## config.mk

```make
export PLATFORM = sky130hd
export DESIGN_NAME = fullsub_hs_46
export DESIGN_NICKNAME = d
export VERILOG_FILES = /design/src/rtl/fullsub_hs_46_pkg.sv /design/src/rtl/fullsub_hs_46_bit.sv /design/src/rtl/fullsub_hs_46.sv
export SDC_FILE = /design/constraint.sdc
export NUM_CORES = 1
export LEC_CHECK = 0
export ABC_AREA = 1
export ABC_CLOCK_PERIOD_IN_PS = 2040
export BUFFER_PORTS_ARGS = -buffer_cell sky130_fd_sc_hd__buf_2
export CAP_MARGIN = 5
export CELL_PAD_IN_SITES_DETAIL_PLACEMENT = 1
export CELL_PAD_IN_SITES_GLOBAL_PLACEMENT = 1
export CORE_ASPECT_RATIO = 0.8
export CORE_MARGIN = 4
export CORE_UTILIZATION = 42
export DETAILED_ROUTE_END_ITERATION = 8
export PLACE_DENSITY_LB_ADDON = 0.1
export SETUP_SLACK_MARGIN = 0.15
export SYNTH_ARGS = -nofsm -noshare
export SYNTH_HDL_FRONTEND = slang
export SYNTH_SLANG_ARGS = --single-unit
```

## constraint.sdc

```tcl
create_clock -name clk -period 2.04 [get_ports clk]
set_input_delay 0.204 -clock clk [delete_from_list [all_inputs] [get_ports clk]]
set_output_delay 0.204 -clock clk [all_outputs]
set_load 0.01 [all_outputs]
```

## src/rtl/fullsub_hs_46_pkg.sv

```systemverilog
// Shared definitions for the fullsub_hs_46 full-subtractor slice.
// fs_bit is the single source of the subtract equations.
package fullsub_hs_46_pkg;

  localparam int FS_MAX_W = 32;

  // Returns {borrow_out, difference} for a - b - cin.
  function automatic logic [1:0] fs_bit(input logic a, input logic b, input logic cin);
    logic d_s;
    logic b_s;
    d_s = a ^ b ^ cin;
    b_s = (~a & b) | (~(a ^ b) & cin);
    return {b_s, d_s};
  endfunction

endpackage

```

## src/rtl/fullsub_hs_46_bit.sv

```systemverilog
// Purely combinational single-bit full subtractor cell.
module fullsub_bit
  import fullsub_hs_46_pkg::*;
(
  input  logic a,
  input  logic b,
  input  logic cin,
  output logic diff,
  output logic borr
);

  assign {borr, diff} = fs_bit(a, b, cin);

endmodule

```

## src/rtl/fullsub_hs_46.sv

```systemverilog
// Full subtractor leaf cell: combinational path, registered copy and a
// bit-serial W-bit subtract accumulator chaining the borrow across cycles.
module fullsub_hs_46
  import fullsub_hs_46_pkg::*;
#(
  parameter int W = 8
) (
  input  logic         clk,
  input  logic         rst_n,
  input  logic         a,
  input  logic         b,
  input  logic         cin,
  output logic         diff,
  output logic         borr,
  input  logic         in_valid,
  input  logic         serial_en,
  input  logic         first,
  output logic         diff_q,
  output logic         borr_q,
  output logic         out_valid,
  output logic [W-1:0] acc_diff,
  output logic         acc_borr,
  output logic         acc_valid
);

  localparam int CW = (W > 1) ? $clog2(W) : 1;

  generate
    if ((W < 2) || (W > FS_MAX_W)) begin : g_w_check
      $error("fullsub_hs_46: W must be in 2..FS_MAX_W");
    end
  endgenerate

  logic          diff_q_r;
  logic          borr_q_r;
  logic          out_valid_r;
  logic [W-1:0]  acc_diff_r;
  logic          acc_borr_r;
  logic          acc_valid_r;
  logic [CW-1:0] cnt_r;
  logic          bflop_r;
  logic [W-1:0]  sh_r;

  logic          ser_go_s;
  logic          ser_bin_s;
  logic          ser_diff_s;
  logic          ser_borr_s;
  logic [CW-1:0] cnt_eff_s;
  logic          last_s;
  logic [W-1:0]  sh_next_s;

  fullsub_bit u_ext (
    .a    (a),
    .b    (b),
    .cin  (cin),
    .diff (diff),
    .borr (borr)
  );

  fullsub_bit u_ser (
    .a    (a),
    .b    (b),
    .cin  (ser_bin_s),
    .diff (ser_diff_s),
    .borr (ser_borr_s)
  );

  // Serial-stage steering: first restarts the word and takes borrow from cin.
  always_comb begin
    ser_go_s  = in_valid & serial_en;
    ser_bin_s = bflop_r;
    cnt_eff_s = cnt_r;
    if (first) begin
      ser_bin_s = cin;
      cnt_eff_s = {CW{1'b0}};
    end else begin
      ser_bin_s = bflop_r;
      cnt_eff_s = cnt_r;
    end
    last_s    = (cnt_eff_s == CW'(W - 1));
    sh_next_s = {ser_diff_s, sh_r[W-1:1]};
  end

  // Registered copy of the combinational result.
  always_ff @(posedge clk or negedge rst_n) begin
    if (!rst_n) begin
      diff_q_r    <= 1'b0;
      borr_q_r    <= 1'b0;
      out_valid_r <= 1'b0;
    end else if (in_valid) begin
      diff_q_r    <= diff;
      borr_q_r    <= borr;
      out_valid_r <= 1'b1;
    end else begin
      out_valid_r <= 1'b0;
    end
  end

  // Serial accumulator: shift LSB-first, chain borrow, publish on the W-th bit.
  always_ff @(posedge clk or negedge rst_n) begin
    if (!rst_n) begin
      acc_diff_r  <= {W{1'b0}};
      acc_borr_r  <= 1'b0;
      acc_valid_r <= 1'b0;
      cnt_r       <= {CW{1'b0}};
      bflop_r     <= 1'b0;
      sh_r        <= {W{1'b0}};
    end else if (ser_go_s) begin
      sh_r    <= sh_next_s;
      bflop_r <= ser_borr_s;
      if (last_s) begin
        acc_diff_r  <= sh_next_s;
        acc_borr_r  <= ser_borr_s;
        acc_valid_r <= 1'b1;
        cnt_r       <= {CW{1'b0}};
      end else begin
        acc_valid_r <= 1'b0;
        cnt_r       <= cnt_eff_s + CW'(1);
      end
    end else begin
      acc_valid_r <= 1'b0;
    end
  end

  assign diff_q    = diff_q_r;
  assign borr_q    = borr_q_r;
  assign out_valid = out_valid_r;
  assign acc_diff  = acc_diff_r;
  assign acc_borr  = acc_borr_r;
  assign acc_valid = acc_valid_r;

endmodule

```

==> metrics.yaml <==
antenna_left: 0
fin_nets: 149
hpwlAfterDp_mm: 1.63
busiest_layer: "met2"
dr.pass1.iters: 4
cp_data_required_time_ns: 2.24
final_cells: 161
wl_mm: 2.13
track_usage_pct: 15.2
use_met3_pct: 3.86
path_class: "reg -> reg"
slew_headroom_pct: 65.5
ys.flop_type: "dfrtp_1"
worstPathArrival_ns: 1.78
synth_area_leaders: "dfrtp_1, nand2_1, nand4_1"
clk_pin_slew_ns: 0.12
p_leak_nw: 0.721
diodes: 0
avgViaCountPerCell: 5.01
max_cap_violations: 0
chipWidth_um: 63.6
h-tree-depth: 1
clk_path_buf_depth: 2
worst_slew_pin_slew_ns: 0.517
ys_seq_elements: 24
tns_ns: 0
finalHoldViolCount: 0
start_util_pct: 46.1
core_area_um2: 2250
grt_remaining_overflow: 0
first_iter_violations: 19
syn-cell-area_um2: 1040
io_pins: 23
root_buffer: "clkbuf_4"
fmax_mhz: 636
clk_latency_ns: 0.30
synth-xor-area-share_pct: 0
finalSetupViolations: 0
rsz0062_at_grt: "false"
max-vdd-ir-drop_mv: 0.593
portBuffers: 22
grt_pass1_wl_mm: 3.91
post-cts-setup-buffer-count: 0
synth_top_area_cell: "dfrtp_1"
grt_pass1_vias: 821
vias: 806
ys_top_cells_by_count: "nand2_1, dfrtp_1, inv_1, nand4_1, nor2_1"
yosysWarnings: 0
grt_use_met2_pct: 25.5
synth_top_family_by_area: "simple AND/OR/NAND/NOR gates"
critPathMaxFanout: 10
cellPowerDensity_nw_per_um2: 778
met1_usage_pct: 20.0
syn_area_per_cell_um2: 9.18
fp-row-count: 15
synthDominantCellAreaShare_pct: 57.9
drt-wirelength-per-cell_um: 13.2
largest_register_ffs: 8
synthMuxAreaShare_pct: 0
grt_max_degree: 25
syn-instance-count: 113
synth_simple_gate_area_share_pct: 27.6
fin_crit_ns: 1.57
dieArea_um2: 3330
power_mw: 0.928
ys_seq_area_share_pct: 57.9
hp-class: "in -> reg"
reg2reg_setup_slack_ns: 0.47
finalMaxSlewViolations: 0
areaGrowthSynthToFinish_pct: 15.1
die_y_um: 52.5
numCtsBuffers: 3
synth-edff-count: 0
synthAdderAreaFrac_pct: 6.27
gp_congestion: 0.806
dp_cells: 156
cts_tree: "done"
syn_nets: 125
synth.distinct_cells: 15
endpoint_kind: "flip-flop"
start_kind: "flip-flop"
layout-drive-gt1-share_pct: 21.3
drc: 0
clock_sinks: 24
yosysMostFrequentCell: "nand2_1"
status: "finished, final reports clean"
post-route-period-util_pct: 77.1
finalClockSkew_ns: 0.00297
synthArstFlopShare_pct: 100
antenna_found_initial: 0
synth_compound_area_share_pct: 1.45
worst paths after layout:
path | start | end | cells after the start
max | cnt_r[1] | acc_diff[4] | 7
min reg2reg | acc_diff[1] | acc_diff[1] | 2
min in group asynchronous | rst_n | diff_q | 2
max reg2reg | cnt_r[1] | acc_diff[4] | 7
min | in_valid | out_valid | 1
max in group asynchronous | rst_n | bflop_r | 2
per-layer routing:
layer / up-vias / routed length, µm
met5: - / 0
met4: 0 / 14
met3: 2 / 98
met2: 22 / 998
met1: 383 / 1020
li1: 399 / -
cell type report:
class / instances / area [µm²]
repair buffers: 23 / 120
multi-input cells: 75 / 367
clock buffers: 4 / 36.3
well taps: 25 / 31.3
fillers: 279 / 1060
inverters: 10 / 38.8
flip-flops and latches: 24 / 601
worst max-delay path, cell delays in order, from the launching register on:
cell and delay [ns]:
dfrtp_1 0.36, inv_1 0.04, nor2_1 0.10, ha_1 0.16, ha_1 0.37, nand3_2 0.25, nand2_1 0.13, nand2_1 0.06
through the flow:
step                util, %  setup WS (ns)  hold slack [ns]  cell area (µm²)
floorplan                 -          0.758          -0.0916             1040
global placement       50.9          0.567            0.203             1150
detailed placement     50.9          0.446            0.210             1150
CTS                    53.0          0.451            0.141             1190
global route           53.0          0.314            0.134             1190
finish                 53.0          0.467            0.157             1190
cells in the final DEF (no fill, tap or decap), types with 2 or more instances in the layout:
cell type | netlist | layout
inv_1 | 9 | 9
nor2_1 | 3 | 3
ha_1 | 2 | 2
fa_1 | 2 | 2
nand2_1 | 54 | 54
nand4_1 | 9 | 9
clkbuf_4 | 0 | 3
dfrtp_1 | 24 | 24
o21ai_0 | 2 | 2
buf_2 | 1 | 22
power by group:
group | internal, mW | switching [mW] | leakage (nW)
logic | 0.0488 | 0.0786 | 0.383
registers | 0.525 | 0.0358 | 0.317
clock network | 0.109 | 0.131 | 0.0210
cells by family after synthesis:
kind of cell	after synthesis
compound gates	3
fa+ha+maj	4
buf+inv	14
flops	24
simple gates	68
timing repair:
item                      4_1_cts  5_1_grt
hold buffers                    1        0
hold endpoints to repair       24        0
resized for setup               0        0
No activity file was read; power rests on OpenSTA's default activity.
